--- config.mk ---
export PLATFORM = sky130hd
export DESIGN_NAME = hnf_txrsp
export DESIGN_NICKNAME = d
export VERILOG_FILES = /design/src/rtl/hnf_txrsp.sv
export SDC_FILE = /design/constraint.sdc
export NUM_CORES = 1
export LEC_CHECK = 0
export ABC_AREA = 1
export BUFFER_PORTS_ARGS = -buffer_cell sky130_fd_sc_hd__buf_2
export CAP_MARGIN = 20
export CORE_UTILIZATION = 55
export CTS_BUF_LIST = sky130_fd_sc_hd__clkbuf_16
export CTS_CLUSTER_DIAMETER = 80
export DETAILED_ROUTE_END_ITERATION = 16
export PLACE_DENSITY = 0.86
export SLEW_MARGIN = 20
export SYNTH_ARGS = -nofsm -noshare
export SYNTH_HDL_FRONTEND = slang
export SYNTH_SLANG_ARGS = --single-unit
export TNS_END_PERCENT = 50
--- constraint.sdc ---
create_clock -name i_clk -period 7.95 [get_ports i_clk]
set_clock_uncertainty 0.05 [all_clocks]
set_input_delay 0.3975 -clock i_clk [delete_from_list [all_inputs] [get_ports i_clk]]
set_output_delay 0.3975 -clock i_clk [all_outputs]
set_load 0.05 [all_outputs]
--- src/rtl/hnf_txrsp.sv ---
// HN-F TXRSP link transmitter: response queue, L-credit accounting,
// TX link-activation FSM and LCrdReturn generation on deactivation.

package hnf_txrsp_pkg;
    typedef struct packed {
        logic [3:0] qos;
        logic [6:0] tgtid;
        logic [6:0] srcid;
        logic [7:0] txnid;
        logic [4:0] opcode;
        logic [1:0] resperr;
        logic [2:0] resp;
        logic [7:0] dbid;
    } rspflit_t;

    localparam int RSPFLIT_W = $bits(rspflit_t);
endpackage

module hnf_txrsp
    import hnf_txrsp_pkg::*;
#(
    parameter int QUEUE_DEPTH = 4,
    parameter int MAX_LCRD    = 15
) (
    input  logic                 i_clk,
    input  logic                 i_rst_n,
    input  logic [RSPFLIT_W-1:0] i_txrsp_in,
    input  logic                 i_txrsp_in_valid,
    output logic                 o_txrsp_in_ready,
    input  logic                 i_link_active_req,
    output logic                 o_txlinkactivereq,
    input  logic                 i_txlinkactiveack,
    output logic [RSPFLIT_W-1:0] o_txrspflit,
    output logic                 o_txrspflitv,
    output logic                 o_txrspflitpend,
    input  logic                 i_txrsplcrdv,
    output logic [3:0]           o_lcrd_count,
    output logic                 o_lcrd_overflow
);

    localparam int AW = $clog2(QUEUE_DEPTH);

    typedef enum logic [1:0] {
        ST_STOP       = 2'd0,
        ST_ACTIVATE   = 2'd1,
        ST_RUN        = 2'd2,
        ST_DEACTIVATE = 2'd3
    } link_state_t;

    link_state_t r_state;
    link_state_t w_state_next;

    // Response queue storage and bookkeeping
    logic [RSPFLIT_W-1:0] r_mem [QUEUE_DEPTH];
    logic [AW-1:0]        r_wr_ptr;
    logic [AW-1:0]        r_rd_ptr;
    logic [AW:0]          r_q_count;

    // Output and credit registers
    logic [RSPFLIT_W-1:0] r_flit;
    logic                 r_flitv;
    logic                 r_linkreq;
    logic                 r_pend;
    logic [3:0]           r_lcrd_count;
    logic                 r_lcrd_overflow;

    logic w_full;
    logic w_empty;
    logic w_push;
    logic w_has_credit;
    logic w_send_data;
    logic w_send_ret;
    logic w_send;
    logic w_lcrd_in;

    assign w_full       = (r_q_count == (AW + 1)'(QUEUE_DEPTH));
    assign w_empty      = (r_q_count == '0);
    assign w_has_credit = (r_lcrd_count != 4'd0);

    // Queue only accepts while the link is up and still requested
    assign o_txrsp_in_ready = (r_state == ST_RUN) && i_link_active_req && !w_full;
    assign w_push           = i_txrsp_in_valid && o_txrsp_in_ready;

    assign w_send_data = (r_state == ST_RUN) && !w_empty && w_has_credit;
    assign w_send_ret  = (r_state == ST_DEACTIVATE) && w_has_credit;
    assign w_send      = w_send_data || w_send_ret;

    // Credits granted while the link is stopped are not ours to hold
    assign w_lcrd_in = i_txrsplcrdv && (r_state != ST_STOP);

    // Link state register
    always_ff @(posedge i_clk or negedge i_rst_n) begin
        if (!i_rst_n) begin
            r_state <= ST_STOP;
        end else begin
            r_state <= w_state_next;
        end
    end

    // Link next-state logic
    always_comb begin
        w_state_next = r_state;
        case (r_state)
            ST_STOP: begin
                if (i_link_active_req && !i_txlinkactiveack) begin
                    w_state_next = ST_ACTIVATE;
                end
            end
            ST_ACTIVATE: begin
                if (i_txlinkactiveack) begin
                    w_state_next = ST_RUN;
                end
            end
            ST_RUN: begin
                if (!i_link_active_req && w_empty && !w_send_data) begin
                    w_state_next = ST_DEACTIVATE;
                end
            end
            ST_DEACTIVATE: begin
                if (!w_has_credit && !w_lcrd_in && !i_txlinkactiveack) begin
                    w_state_next = ST_STOP;
                end
            end
            default: w_state_next = ST_STOP;
        endcase
    end

    // Link request and pend are registered copies of the next state
    always_ff @(posedge i_clk or negedge i_rst_n) begin
        if (!i_rst_n) begin
            r_linkreq <= 1'b0;
            r_pend    <= 1'b0;
        end else begin
            r_linkreq <= (w_state_next == ST_ACTIVATE) || (w_state_next == ST_RUN);
            r_pend    <= (w_state_next == ST_RUN) || (w_state_next == ST_DEACTIVATE);
        end
    end

    // Queue storage write; contents need no reset since the pointers gate them
    always_ff @(posedge i_clk) begin
        if (w_push) begin
            r_mem[r_wr_ptr] <= i_txrsp_in;
        end
    end

    // Queue pointers and occupancy
    always_ff @(posedge i_clk or negedge i_rst_n) begin
        if (!i_rst_n) begin
            r_wr_ptr  <= '0;
            r_rd_ptr  <= '0;
            r_q_count <= '0;
        end else begin
            if (w_push) begin
                r_wr_ptr <= r_wr_ptr + 1'b1;
            end
            if (w_send_data) begin
                r_rd_ptr <= r_rd_ptr + 1'b1;
            end
            case ({w_push, w_send_data})
                2'b10:   r_q_count <= r_q_count + 1'b1;
                2'b01:   r_q_count <= r_q_count - 1'b1;
                default: r_q_count <= r_q_count;
            endcase
        end
    end

    // Outgoing flit register; holds last flit while idle, LCrdReturn is all-zero
    always_ff @(posedge i_clk or negedge i_rst_n) begin
        if (!i_rst_n) begin
            r_flit  <= '0;
            r_flitv <= 1'b0;
        end else begin
            r_flitv <= w_send;
            if (w_send_data) begin
                r_flit <= r_mem[r_rd_ptr];
            end else if (w_send_ret) begin
                r_flit <= '0;
            end
        end
    end

    // L-credit counter with saturation and sticky overflow
    always_ff @(posedge i_clk or negedge i_rst_n) begin
        if (!i_rst_n) begin
            r_lcrd_count    <= 4'd0;
            r_lcrd_overflow <= 1'b0;
        end else begin
            if (w_lcrd_in && !w_send) begin
                if (r_lcrd_count == 4'(MAX_LCRD)) begin
                    r_lcrd_overflow <= 1'b1;
                end else begin
                    r_lcrd_count <= r_lcrd_count + 4'd1;
                end
            end else if (w_send && !w_lcrd_in) begin
                r_lcrd_count <= r_lcrd_count - 4'd1;
            end
        end
    end

    assign o_txlinkactivereq = r_linkreq;
    assign o_txrspflitpend   = r_pend;
    assign o_txrspflit       = r_flit;
    assign o_txrspflitv      = r_flitv;
    assign o_lcrd_count      = r_lcrd_count;
    assign o_lcrd_overflow   = r_lcrd_overflow;

endmodule

==> results of run 1 <==
==> per-layer routing <==
metal / wire length, um / vias up / track usage (%)
met1: 7547 / 2789 / 28.33
met3: 1204 / 41 / 4.059
met4: 461 / 0 / 7.866
li1: - / 2553 / -
met2: 9861 / 230 / 41.11
met5: 0 / - / 0
==> through the flow <==
stage                     area [um2]  hold slack, ns  worst slack, ns  util, %  cells
final                          10500         0.06070            5.106    65.88    970
after global routing           10500         0.04126            4.868    65.86    969
after CTS                      10470         0.04000            4.707    65.69    968
after detailed placement        9652          0.4406            4.742    60.54    923
after global placement          9652          0.4162            4.964    60.54    923
after floorplan                 8992         0.05191            3.826        -    635
==> where the power goes <==
group          internal [uW]  leakage [uW]  switching [uW]
Clock                    696      0.000423             435
Combinational            498       0.00132            1180
Sequential              1550       0.00234             154
==> state kept, by name (all words and copies together) (netlist names) <==
name,count
r_mem,176
o_txrspflit,44
o_lcrd_count,4
r_q_count,3
r_rd_ptr,2
r_wr_ptr,2
o_lcrd_overflow,1
o_txlinkactivereq,1
o_txrspflitpend,1
o_txrspflitv,1
r_state,1
==> logic make-up (layout without fill, tap and decap cells) <==
kind of cell / after synthesis / after routing
buffers and inverters: 61 / 179
AO/OA/AOI/OAI: 189 / 189
AND/OR/NAND/NOR: 133 / 133
flip-flops: 236 / 236
XOR/XNOR: 7 / 7
other: 0 / 1
adder cells (fa/ha/maj): 9 / 9
==> synthesized netlist by cell type (all sizes together) <==
cell type  instances  area, um2
inv               24      90.09
edfxtp           176       5285
o22ai             44      275.3
nor2             101      381.6
clkbuf            24      90.09
buf               13      118.9
xor2               5      43.79
ha                 7      87.58
nor3               1      5.000
o21bai             2      15.01
a22o              44      385.4
xnor2              2      17.52
o21ai             92      460.4
nand3              8      55.05
fa                 2      40.04
a21oi              6      33.78
nand2             20      80.07
a21boi             1      7.510
dfrtp             60       1501
nand4              3      18.77
==> worst max-delay path, cell delays in order (launching register included) <==
cell	delay, ns
dfrtp_1	0.49
inv_1	0.09
nor2_2	0.13
nand3_2	0.12
inv_2	0.62
ha_1	0.28
inv_1	0.07
fa_1	0.39
a21oi_1	0.17
o21ai_0	0.13
xor2_1	0.16
==> worst paths after layout <==
check / from / to / slack [ns] / cells past startpoint
max: o_txrspflitpend / r_q_count[2] / 5.11 / 10
min: i_txrsp_in[12] / r_mem[3][12] / 0.06 / 1
max reg2reg: o_txrspflitpend / r_q_count[2] / 5.11 / 10
min reg2reg: o_txrspflit[27] / o_txrspflit[27] / 0.45 / 1
max in group asynchronous: i_rst_n / r_rd_ptr[0] / 6.82 / 2
min in group asynchronous: i_rst_n / o_lcrd_overflow / 0.47 / 2
==> area by class of cell <==
cell class                 count  area, um2
tap                          216      270.3
clock inverter                19      185.2
fill                        1157       5440
clock buffer                  25      625.6
timing repair buffer         111      603.1
antenna                        1      2.502
sequential                   236       6789
multi-input combinational    338       1937
inverter                      24      90.09
==> what timing repair did <==
| action | 4_1_cts | 5_1_grt |
|---|---|---|
| hold buffers | 1 | 0 |
| endpoints found under the hold margin | 60 | 0 |
| resized for setup | 0 | 0 |
==> results.sh, run 1 <==
export IMPL_synth_top_family_by_area="compound AO/OA/AOI/OAI gates"
export IMPL_vias=5613
export IMPL_max_cap_violations=0
export IMPL_setup_violations=0
export IMPL_yosysWarnings=0
export IMPL_viasPerCell=5.787
export IMPL_dp_final_hpwl_mm=10.86
export IMPL_synth_seq_cells=236
export IMPL_synth_nets=694
export IMPL_finalSetupTns_ns=0
export IMPL_final_antenna_net_count=0
export IMPL_synth_mux_area_share_pct=0
export IMPL_final_common_cell="edfxtp_1"
export IMPL_endpoint_kind="flop"
export IMPL_track_usage_pct=23.00
export IMPL_synth_area_mm2=0.008992
export IMPL_p_per_area_mw_per_mm2=429.2
export IMPL_cts_made_buffers=24
export IMPL_clock_sinks=236
export IMPL_post_drt_wl_per_cell_um=19.66
export IMPL_required_ns=8.28
export IMPL_worst_path_max_fanout=45
export IMPL_fin_nets=794
export IMPL_grt_max_degree=90
export IMPL_overflow=0
export IMPL_drt_iter0_drc=555
export IMPL_portBuffers=102
export IMPL_rsz0062_at_grt="no"
export IMPL_core_mm2=0.01594
export IMPL_tightest_slew_ns=0.9119
export IMPL_cts_setup_buffers=0
export IMPL_clock_latency_ns=0.51
export IMPL_worstSetupPathType="flop to flop"
export IMPL_place_gp_congestion=0.8216
export IMPL_path_clk_slew_ns=0.07
export IMPL_power_uw=4508
export IMPL_ys_seq_area_share_pct=75.47
export IMPL_finalCritPeriodShare_pct=35.77
export IMPL_cts_buffer_depth=3
export IMPL_antenna_found_initial=2
export IMPL_drive_gt1_share_pct=21.51
export IMPL_die_y_um=129.9
export IMPL_finalCriticalPeriod_ns=2.844
export IMPL_cts_tree="yes"
export IMPL_synth_simple_area_share_pct=6.011
export IMPL_ioPinCount=103
export IMPL_start_util_pct=56.40
export IMPL_cp_start_kind="flop"
export IMPL_hold_class="input pin to flop"
export IMPL_layout_common_cells="176 x edfxtp_1, 101 x buf_2, 96 x nor2_1"
export IMPL_syn_to_final_growth_pct=16.79
export IMPL_rows=46
export IMPL_dieArea_mm2=0.01686
export IMPL_root_buffer="clkbuf_16"
export IMPL_cellLeakagePower_uw=0.004078
export IMPL_die_w_um=129.9
export IMPL_irDropWorstVdd_uv=332.4
export IMPL_ctsHtreeMaxLevel=1
export IMPL_status="finished, final reports clean"
export IMPL_fmax_ghz=0.3516
export IMPL_yosys_area_share_adder_pct=1.419
export IMPL_wirelength_mm=19.08
export IMPL_cp_arrival_ns=3.17
export IMPL_synth_xor_xnor_area_share_pct=0.6818
export IMPL_drc=0
export IMPL_netlist_instances=635
export IMPL_synth_compound_area_share_pct=13.09
export IMPL_grt_pass1_vias=5732
export IMPL_postSynthAreaPerCell_um2=14.16
export IMPL_ys_types=28
export IMPL_grt_pass1_wl_mm=29.06
export IMPL_finalHoldViolations=0
export IMPL_slew_violations=0
export IMPL_slew_headroom_pct=39.21
export IMPL_drt_pass1_iter_count=6
Power figures use the tool's default switching activity.
==> inputs of run 2 (changes only) <==
- CORE_UTILIZATION: 55 -> 52
- PLACE_DENSITY: 0.86 -> 0.85
- clock period: 7.95 -> 2.5 ns (I/O delays scaled with it)
==> results.sh, run 2 (synthesis results as in run 1) <==
export IMPL_clock_latency_ns=0.52
export IMPL_setup_violations=0
export IMPL_layout_common_cells="176 x edfxtp_1, 101 x buf_2, 96 x nor2_1"
export IMPL_track_usage_pct=22.27
export IMPL_place_inst=935
export IMPL_drc=0
export IMPL_vias=5820
export IMPL_clock_sinks=236
export IMPL_fillers=1145
export IMPL_finalCriticalPeriod_ns=2.217
export IMPL_post_drt_wl_per_cell_um=18.96
export IMPL_p_per_area_mw_per_mm2=1308
export IMPL_final_antenna_net_count=0
export IMPL_overflow=0
export IMPL_worst_path_max_fanout=8
export IMPL_drt_iter0_drc=552
export IMPL_ioPinCount=103
export IMPL_core_mm2=0.01676
export IMPL_required_ns=2.85
export IMPL_grt_pass1_wl_mm=30.50
export IMPL_dieArea_mm2=0.01782
export IMPL_syn_to_final_growth_pct=23.51
export IMPL_grt_pass1_vias=5697
export IMPL_drt_pass1_iter_count=4
export IMPL_final_common_cell="edfxtp_1"
export IMPL_dpl_instance_area_mm2=0.009781
export IMPL_fin_util_pct=66.27
export IMPL_setup_ws_ns=0.2835
export IMPL_largest_reg_flops=176
export IMPL_status="finished, final reports clean"
export IMPL_finalHoldViolations=0
export IMPL_hold_class="input pin to asynchronous set/reset pin"
export IMPL_tightest_slew_ns=0.8863
export IMPL_final_area_mm2=0.01111
export IMPL_dp_final_hpwl_mm=10.29
export IMPL_irDropWorstVdd_uv=1004
export IMPL_place_gp_congestion=0.8152
export IMPL_slew_headroom_pct=40.91
export IMPL_stdcell_count=1031
export IMPL_cp_arrival_ns=2.56
export IMPL_portBuffers=102
export IMPL_ctsHtreeMaxLevel=1
export IMPL_worstSetupPathType="flop to flop"
export IMPL_die_y_um=133.5
export IMPL_root_buffer="clkbuf_16"
export IMPL_path_clk_slew_ns=0.06
export IMPL_antenna_found_initial=2
export IMPL_endpoint_kind="flop"
export IMPL_viasPerCell=5.645
export IMPL_cp_start_kind="flop"
export IMPL_cellLeakagePower_uw=0.004326
export IMPL_max_cap_violations=0
export IMPL_grt_max_degree=89
export IMPL_rsz0062_at_grt="no"
export IMPL_hold_ws_ns=0.1924
export IMPL_finalCritPeriodShare_pct=88.66
export IMPL_drive_gt1_share_pct=21.14
export IMPL_slew_violations=0
export IMPL_start_util_pct=53.65
export IMPL_dpl_worst_slack_ns=0.2738
export IMPL_regMostFlops="r_mem"
export IMPL_die_w_um=133.5
export IMPL_cts_setup_buffers=0
export IMPL_rows=47
export IMPL_cts_made_buffers=24
export IMPL_cts_buffer_depth=3
export IMPL_cts_tree="yes"
export IMPL_wirelength_mm=19.54
export IMPL_fmax_ghz=0.4512
export IMPL_fin_nets=850
-- run 2: area by class of cell --
cell class | instances | area, um2 | share of cell area [%]
clock buffer | 25 | 625.6 | 5.633
timing repair buffer | 167 | 1176 | 10.59
antenna | 2 | 5.005 | 0.04506
clock inverter | 19 | 195.2 | 1.757
sequential | 236 | 6790 | 61.14
inverter | 24 | 90.09 | 0.8111
multi-input combinational | 338 | 1949 | 17.55
tap | 220 | 275.3 | 2.478
-- run 2: layer usage --
layer	vias up	share of wire [%]	GRT usage, %
met5	-	0	0
met1	2843	43	30.13
met4	0	3.1	9.407
met3	50	6.4	4.604
li1	2665	-	-
met2	262	48	35.36
-- run 2: per-stage QoR --
stage / total power [uW] / TNS [ns]
floorplan: 9498 / -7.136
global placement: 10580 / 0
detailed placement: 10760 / 0
CTS: 14560 / 0
global route: 15250 / 0
finish: 14530 / 0
-- run 2: final timing paths --
kind                                      start           endpoint  slack [ns]  depth (start not counted)
worst max register to register     r_q_count[0]       r_q_count[2]        0.28                          9
worst max-delay path               r_q_count[0]       r_q_count[2]        0.28                          9
max in group asynchronous               i_rst_n        r_rd_ptr[1]        1.62                          2
min in group i_clk               i_txrsp_in[29]       r_mem[3][29]        0.31                          2
worst min-delay path                    i_rst_n  o_txlinkactivereq        0.19                          2
worst min register to register  o_lcrd_overflow    o_lcrd_overflow        0.44                          1
-- run 2: worst max-delay path, cell delays in order (launching register included) --
cell     delay [ns]
dfrtp_1        0.41
nor2_1         0.29
a21oi_4        0.11
nand2_4        0.18
ha_1           0.19
inv_1          0.08
fa_1           0.38
a21oi_1        0.14
o21ai_0        0.12
xor2_1         0.15
-- run 2: report_power, final --
| part | total, uW | switching (uW) | internal, uW | leakage (uW) |
|---|---|---|---|---|
| clock | 3680 | 1450 | 2230 | 0.000420 |
| sequential | 5290 | 364 | 4920 | 0.00234 |
| combinational | 5570 | 3900 | 1670 | 0.00157 |
| total | 14500 | 5710 | 8820 | 0.00433 |
-- run 2: timing repair --
| item | in CTS | in global routing |
|---|---|---|
| endpoints found under the hold margin | 242 | 0 |
| resized for setup | 0 | 0 |
| hold buffers | 50 | 0 |
==> inputs of run 3 (changes only) <==
- ABC_AREA: 1 -> default
- CORE_MARGIN: default -> 4
==> results.sh, run 3 <==
export IMPL_yosys_area_share_adder_pct=1.441
export IMPL_finalCriticalPeriod_ns=2.327
export IMPL_path_cells="or4_4, nand3_2, nand2_4, ha_1, nand3_1, a211oi_1, mux2i_1, xnor2_1"
export IMPL_dieArea_mm2=0.01918
export IMPL_cts_tree="yes"
export IMPL_irDropWorstVdd_uv=773.5
export IMPL_core_mm2=0.01664
export IMPL_hold_ws_ns=0.1003
export IMPL_synth_nets=479
export IMPL_synth_ff_type="edfxtp_1"
export IMPL_track_usage_pct=18.22
export IMPL_drt_iter0_drc=238
export IMPL_synth_mux_area_share_pct=11.80
export IMPL_cpPeakStageDelay_ns=0.57
export IMPL_final_antenna_net_count=0
export IMPL_slowest_stage="or4_4"
export IMPL_p_per_area_mw_per_mm2=1138
export IMPL_grt_pass1_wl_mm=27.82
export IMPL_ys_seq_area_share_pct=76.64
export IMPL_fin_util_pct=66.36
export IMPL_tightest_slew_ns=0.8507
export IMPL_slew_headroom_pct=43.29
export IMPL_drive_gt1_share_pct=35.69
export IMPL_cts_setup_buffers=0
export IMPL_synth_xor_xnor_area_share_pct=0.8902
export IMPL_fmax_ghz=0.4297
export IMPL_min_from="i_txrsplcrdv"
export IMPL_synth_simple_area_share_pct=2.134
export IMPL_cellLeakagePower_uw=0.004243
export IMPL_worstSetupPathType="flop to flop"
export IMPL_synth_area_mm2=0.008855
export IMPL_netlist_instances=420
export IMPL_ys_types=40
export IMPL_overflow=0
export IMPL_endpoint_kind="flop"
export IMPL_regMostFlops="r_mem"
export IMPL_synth_top_family_by_area="multiplexers"
export IMPL_postSynthAreaPerCell_um2=21.08
export IMPL_drt_pass1_iter_count=4
export IMPL_drc=0
export IMPL_cts_buffer_depth=3
export IMPL_layout_common_cells="176 x edfxtp_1, 101 x buf_2, 53 x dfrtp_1"
export IMPL_grt_max_degree=61
export IMPL_yosysWarnings=0
export IMPL_rsz0062_at_grt="no"
export IMPL_clock_latency_ns=0.52
export IMPL_ctsHtreeMaxLevel=1
export IMPL_syn_to_final_growth_pct=24.73
export IMPL_die_w_um=138.5
export IMPL_setup_violations=0
export IMPL_final_common_cell="edfxtp_1"
export IMPL_fin_nets=648
export IMPL_rows=47
export IMPL_slew_violations=0
export IMPL_finalCritPeriodShare_pct=93.08
export IMPL_cp_start_kind="flop"
export IMPL_antenna_found_initial=0
export IMPL_max_cap_violations=0
export IMPL_die_y_um=138.5
export IMPL_synth_most_common_cell="edfxtp_1"
export IMPL_synth_seq_cells=236
export IMPL_clock_sinks=236
export IMPL_worst_path_max_fanout=7
export IMPL_post_drt_wl_per_cell_um=20.64
export IMPL_cp_arrival_ns=2.67
export IMPL_finalHoldViolations=0
export IMPL_synth_top_cells_by_count="176 x edfxtp_1, 60 x dfrtp_1, 45 x a22o_1"
export IMPL_async_flop_share_pct=25.42
export IMPL_synth_compound_area_share_pct=5.483
export IMPL_required_ns=2.84
export IMPL_num_antenna_cells=0
export IMPL_dp_final_hpwl_mm=9.995
export IMPL_netlist_top_cells_area="edfxtp_1 60%, dfrtp_1 17%, mux4_2 11%, a22o_1 4.5%, ha_1 0.99%"
export IMPL_root_buffer="clkbuf_16"
export IMPL_start_util_pct=53.21
export IMPL_grt_pass1_vias=5103
export IMPL_cts_made_buffers=25
export IMPL_synth_edf_count=176
export IMPL_viasPerCell=5.534
export IMPL_critPathLaunch="o_lcrd_count[1]"
export IMPL_path_clk_slew_ns=0.06
export IMPL_synth_top_area_share_pct=59.69
export IMPL_place_gp_congestion=0.7633
export IMPL_ioPinCount=103
export IMPL_vias=4582
export IMPL_r2r_start="o_lcrd_count[1]"
export IMPL_largest_reg_flops=176
export IMPL_wirelength_mm=17.09
export IMPL_portBuffers=102
export IMPL_yosysTopAreaCell="edfxtp_1"
export IMPL_status="finished, final reports clean"
export IMPL_hold_class="input pin to flop"
-- run 3: changes by cell type after synthesis, sizes merged, moves of 6 or more --
cell | before | now
o21ai | 92 | 1
nand3 | 8 | 2
clkbuf | 24 | 6
mux4 | 0 | 44
o22ai | 44 | 1
nand2 | 20 | 6
inv | 24 | 7
nor2 | 101 | 2
-- run 3: logic make-up after synthesis --
kind of cell | count (synthesis)
DFF | 236
AOI/OAI and AO/OA | 57
muxes | 49
and+or+nand+nor | 31
buffers and inverters | 29
xor gates and xnor gates | 9
adders and majority gates | 9
-- run 3: per-layer routing --
layer / wire length (um) / track usage (%) / vias up
met5: 0 / 0 / -
met4: 235 / 3.328 / 0
met3: 813 / 4.075 / 19
met2: 8813 / 32.37 / 112
met1: 7226 / 23.53 / 2393
li1: - / - / 2058
-- run 3: repair_timing --
action | CTS | global route
endpoints found under the setup margin | 0 | 1
hold buffers | 49 | 0
resized for setup | 0 | 1
hold endpoints to repair | 240 | 0
-- run 3: area by class of cell --
cell class,count,area [um2]
Clock inverter,21,187.7
Timing Repair Buffer,164,1151
Fill cell,1114,5598
Sequential cell,236,6798
Inverter,7,26.28
Multi-Input combinational cell,155,1981
Tap cell,220,275.3
Clock buffer,25,625.6
-- run 3: critical path: cells and delay by family (launching register included) --
family,cells,cell delay [ns]
flip-flops,1,0.46
XOR/XNOR,1,0.16
AO/OA/AOI/OAI,1,0.24
adder cells (fa/ha/maj),1,0.30
multiplexers,1,0.13
AND/OR/NAND/NOR,4,0.88
-- run 3: worst paths after layout --
check	slack, ns	cells past startpoint	endpoint
worst max-delay path	0.17	8	o_lcrd_count[3]
worst min-delay path	0.10	4	r_state[0]
worst max register to register	0.17	8	o_lcrd_count[3]
worst min register to register	0.44	1	o_lcrd_overflow
max in group asynchronous	1.56	2	r_rd_ptr[0]
min in group asynchronous	0.21	2	o_txrspflit[41]
-- run 3: per-stage QoR --
step                       TNS, ns  power, uW  area (um2)  instances  setup slack [ns]
after floorplan           -0.09690       8027        8916        420          -0.04263
after global placement           0       8879        9739        733            0.2829
after detailed placement         0       9043        9739        733            0.1710
after CTS                        0      12710       11040        828            0.1682
after global routing             0      13170       11040        828           0.06152
final                            0      12570       11040        828            0.1730
-- run 3: power breakdown --
part	internal (uW)	switching [uW]	total [uW]
Clock	2140	1440	3590
Combinational	1500	2350	3850
Sequential	4690	448	5130
Total	8330	4240	12600
